**src/rtl/tdp_burst_reader.sv**
```systemverilog
// Burst read master for one port of the true-dual-port activation/weight buffer.
// Streams base..base+len-1 (wrapping at MEM_DEPTH) out on a valid/ready interface.
module tdp_burst_reader #(
  parameter int ADDR_W    = 15,
  parameter int DATA_W    = 16,
  parameter int LEN_W     = 15,
  parameter int MEM_DEPTH = 20480
) (
  input  logic              clk,
  input  logic              rst,
  input  logic              cmd_valid,
  output logic              cmd_ready,
  input  logic [ADDR_W-1:0] cmd_addr,
  input  logic [LEN_W-1:0]  cmd_len,
  output logic [ADDR_W-1:0] mem_addr,
  output logic              mem_we,
  output logic [DATA_W-1:0] mem_din,
  input  logic [DATA_W-1:0] mem_dout,
  output logic              out_valid,
  input  logic              out_ready,
  output logic [DATA_W-1:0] out_data,
  output logic              out_last,
  output logic              busy,
  output logic              done
);

  typedef enum logic [1:0] {
    IDLE  = 2'd0,
    READ  = 2'd1,
    DRAIN = 2'd2
  } state_t;

  localparam logic [ADDR_W-1:0] LAST_ADDR = ADDR_W'(MEM_DEPTH - 1);

  state_t            state_q, state_d;
  logic [ADDR_W-1:0] mem_addr_q, mem_addr_d;
  logic [LEN_W-1:0]  remaining_q, remaining_d;
  logic [DATA_W-1:0] out_data_q, out_data_d;
  logic              out_valid_q, out_valid_d;
  logic              out_last_q, out_last_d;
  logic              done_q, done_d;

  logic cmd_fire;
  logic out_free;
  logic out_fire;

  // Address wraps at the physical buffer depth, not at the power of two.
  function automatic logic [ADDR_W-1:0] next_addr(input logic [ADDR_W-1:0] a);
    return (a == LAST_ADDR) ? '0 : a + ADDR_W'(1);
  endfunction

  assign cmd_fire = cmd_valid && (state_q == IDLE);
  assign out_free = !out_valid_q || out_ready;
  assign out_fire = out_valid_q && out_ready;

  always_ff @(posedge clk) begin
    if (rst) begin
      state_q     <= IDLE;
      mem_addr_q  <= '0;
      remaining_q <= '0;
      out_data_q  <= '0;
      out_valid_q <= 1'b0;
      out_last_q  <= 1'b0;
      done_q      <= 1'b0;
    end else begin
      state_q     <= state_d;
      mem_addr_q  <= mem_addr_d;
      remaining_q <= remaining_d;
      out_data_q  <= out_data_d;
      out_valid_q <= out_valid_d;
      out_last_q  <= out_last_d;
      done_q      <= done_d;
    end
  end

  always_comb begin
    state_d = state_q;
    case (state_q)
      IDLE:    if (cmd_fire && (cmd_len != '0)) state_d = READ;
      READ:    if (out_free && (remaining_q == LEN_W'(1))) state_d = DRAIN;
      DRAIN:   if (out_fire && out_last_q) state_d = IDLE;
      default: state_d = IDLE;
    endcase
  end

  // Capture stage: mem_dout is combinational from mem_addr_q and lands in the output register.
  always_comb begin
    mem_addr_d  = mem_addr_q;
    remaining_d = remaining_q;
    out_data_d  = out_data_q;
    out_valid_d = out_valid_q;
    out_last_d  = out_last_q;
    done_d      = 1'b0;
    case (state_q)
      IDLE: begin
        if (cmd_fire) begin
          mem_addr_d  = cmd_addr;
          remaining_d = cmd_len;
          done_d      = (cmd_len == '0);
        end
      end
      READ: begin
        if (out_free) begin
          out_data_d  = mem_dout;
          out_valid_d = 1'b1;
          out_last_d  = (remaining_q == LEN_W'(1));
          mem_addr_d  = next_addr(mem_addr_q);
          remaining_d = remaining_q - LEN_W'(1);
        end
      end
      DRAIN: begin
        if (out_fire && out_last_q) begin
          out_valid_d = 1'b0;
          out_last_d  = 1'b0;
          done_d      = 1'b1;
        end
      end
      default: ;
    endcase
  end

  always_comb begin
    cmd_ready = (state_q == IDLE);
    busy      = (state_q != IDLE);
    mem_addr  = mem_addr_q;
    mem_we    = 1'b0;
    mem_din   = '0;
    out_valid = out_valid_q;
    out_data  = out_data_q;
    out_last  = out_last_q;
    done      = done_q;
  end

endmodule

```
**config.mk**
```make
export PLATFORM = sky130hd
export DESIGN_NAME = tdp_burst_reader
export DESIGN_NICKNAME = d
export VERILOG_FILES = /design/src/rtl/tdp_burst_reader.sv
export SDC_FILE = /design/constraint.sdc
export NUM_CORES = 1
export LEC_CHECK = 0
export ABC_AREA = 1
export CORE_ASPECT_RATIO = 0.75
export CORE_MARGIN = 3
export CORE_UTILIZATION = 43
export CTS_BUF_LIST = sky130_fd_sc_hd__clkbuf_4 sky130_fd_sc_hd__clkbuf_8
export CTS_CLUSTER_DIAMETER = 120
export CTS_CLUSTER_SIZE = 30
export DETAILED_ROUTE_END_ITERATION = 6
export GPL_TIMING_DRIVEN = 0
export PLACE_DENSITY = 0.79
export SYNTH_ARGS = -nofsm -noshare
export SYNTH_HDL_FRONTEND = slang
export SYNTH_SLANG_ARGS = --single-unit
```
**constraint.sdc**
```tcl
create_clock -name clk -period 1.4 [get_ports clk]
set_input_delay 0.21 -clock clk [delete_from_list [all_inputs] [get_ports clk]]
set_output_delay 0.21 -clock clk [all_outputs]
set_load 0.01 [all_outputs]
```
==> out/results.ini <==
[cells_and_area]
mostFrequentLayoutCells = 87 x nand2_1, 74 x nor2_1, 48 x clkdlybuf4s50_1, 38 x inv_1, 38 x a21oi_1
area_growth_pct = 48.59
final_common_cell = nand2_1
num-nets-final = 648
n_antenna_cell = 0
fin_util = 0.6696
fill_cells = 590
final_cell_area_sq_um = 4618
drive_gt1_frac = 0.2299

[timing]
rsz0062_at_grt = true
fin_skew_ps = 11.84
hold_viol = 0
setup_tns_ps = 0
period_share = 0.9951
fin_crit_ps = 1393
max_freq_ghz = 0.7178
setup_violations = 0
finalMaxSlewViolations = 0

[pwr]
p_per_area_nw_per_um2 = 957.5
ir_drop_mv = 0.4303
p_leak_nw = 2.158

[grt]
grt_pass1_wl_um = 14520
met2_usage = 0.3554
antenna_found_initial = 0
overflow = 0
grt_pass1_vias = 3058
track_usage = 0.2133
met1_usage = 0.2817
busiest_layer = met2
grt_max_degree = 18
grt_use_met3 = 0.05093

[drt]
detailedRoute.firstIterationViolations = 303
routed_wl_um = 9549
via_per_inst = 5.088
drc = 0
post_drt_wl_per_cell_um = 13.76
vias = 3531
first_pass_iters = 6
antenna_left = 0

[min_path]
min_path_type = input port to flop

[yosys]
avgSynthCellArea_sq_um = 6.571
synthesis.area_sq_um = 3108
synth-seq-area-share = 0.3285
synthDistinctLibCells = 37
syn-instance-count = 473
ys_ff_latch = 51
yosys_warnings = 0

[clock_tree]
cts_tree = yes
postCtsHoldBufs = 0
htreeDepth = 2
clk_path_buf_depth = 2
clk_latency_ps = 320
clock-root-buffer = clkbuf_8
clk_pin_slew_ps = 110
cts_made_buffers = 5
clock-sinks = 51

[flow_run]
cap_violations = 0

[placement]
placedInstanceArea_sq_um = 4134
portBuffers = 84
dp_hpwl_um = 6701
place_congestion = 0.9250

[worst_setup_path]
required_ps = 1610
crit_fanout = 3
arrival_ps = 1600
start_kind = flop
path_class = flop to flop
endpoint_kind = flop

[floorplan]
initial_core_util = 0.4507
io_pins = 103
rows = 26
die_h_um = 79.63
dieWidth_um = 104.2
die_area_sq_um = 8295
coreArea_sq_um = 6897

[outcome]
outcome = finished, final reports clean

area by class of cell:
cell class,count,area [sq um],area share
plain buffers,35,294.0,0.06367
inverters,45,181.4,0.03928
flip-flops and latches,51,1055,0.2284
multi-input cells,358,1908,0.4132
clock buffers,5,68.82,0.01490
well taps,98,122.6,0.02655
repair buffers,99,940.9,0.2037
clock inverters,3,47.55,0.01030
power by group:
part           leakage (nW)  internal [mW]  total [mW]  switching (mW)
sequential            0.429           1.62        1.80           0.182
combinational          1.67          0.696        1.54           0.842
clock                0.0587          0.542        1.08           0.539
total                  2.16           2.86        4.42            1.56
per-stage QoR:
step | hold slack (ps) | std cells | total power, mW | setup WS [ps]
6_report | 189.3 | 694 | 4.422 | 6.910
5_1_grt | 198.4 | 694 | 4.679 | -68.89
4_1_cts | 185.2 | 686 | 4.257 | -46.35
3_5_place_dp | 478.1 | 671 | 3.186 | -357.8
3_3_place_gp | 470.5 | 671 | 3.150 | -307.9
2_1_floorplan | 344.4 | 489 | 2.625 | 13.44
Yosys cell counts:
library cell  instances  area, sq um
nor2_1               85        319.1
nor3_1                3        15.01
a211oi_2              2        25.02
nor2_8                1        20.02
buf_2                 8        40.04
inv_1                42        157.7
a21oi_1              46        230.2
nor2_2                3        18.77
a22o_1                1        8.760
inv_4                 1        6.260
nand3_1              26        130.1
xor2_1                5        43.79
buf_12                2        40.04
o211ai_1              2        15.01
a31oi_2               1        12.51
clkbuf_1              4        15.01
conb_1                1        3.750
nand2_2               3        18.77
inv_2                 1        3.750
or2_2                 3        18.77
nor2_4                3        33.78
nand4_1               9        56.30
inv_8                 1        11.26
and2_1                1        6.260
nand2_1              91        341.6
o21ai_0              27        135.1
o21ai_2               2        17.52
o21ai_1              20        100.1
o21a_1                1        7.510
o21bai_1              1        7.510
buf_4                18        135.1
buf_6                 2        22.52
ha_1                  3        37.54
buf_8                 1        15.01
xnor2_1               1        8.760
a21oi_2               1        8.760
dfxtp_1              51         1021
routing by layer:
metal  wire (um)  vias up
met4         117        0
met2        4387      166
met1        4256     1609
met3         787       11
met5           0        -
li1            -     1745
flip-flops by register name (all words and copies together) (netlist names):
signal / flops
done: 1
mem_addr: 15
out_data: 16
out_last: 1
out_valid: 1
remaining_q: 15
state_q: 2
critical path, stage by stage (launching register included):
cell and delay (ps):
dfxtp_4 380, ha_4 150, nand2_4 50, nor2_4 120, nand2_4 80, nor2_4 140
nand2_2 90, nand2_2 80, nor2_1 40, nor2_1 100, nor2_1 50
worst paths after layout:
| check | startpoint | end | slack [ps] | depth (start not counted) |
|---|---|---|---|---|
| worst max-delay path | mem_addr[0] | mem_addr[14] | 7 | 10 |
| worst max register to register | mem_addr[0] | mem_addr[14] | 7 | 10 |
| worst min-delay path | rst | remaining_q[10] | 190 | 2 |
| worst min register to register | out_valid | out_valid | 490 | 2 |
cell families after synthesis:
kind of cell / share of synthesized area
AO/OA/AOI/OAI: 0.1828
XOR/XNOR: 0.01691
adder cells (fa/ha/maj): 0.01208
buffers and inverters: 0.1437
flip-flops: 0.3285
other: 0.001207
AND/OR/NAND/NOR: 0.3148
repair_timing:
action                     CTS  global route
setup endpoints to repair   65            45
pin swaps                   11            16
buffers inserted             7             7
gates resized for setup     67            61
gates cloned                 0             1
No activity file was read; power rests on OpenSTA's default activity.
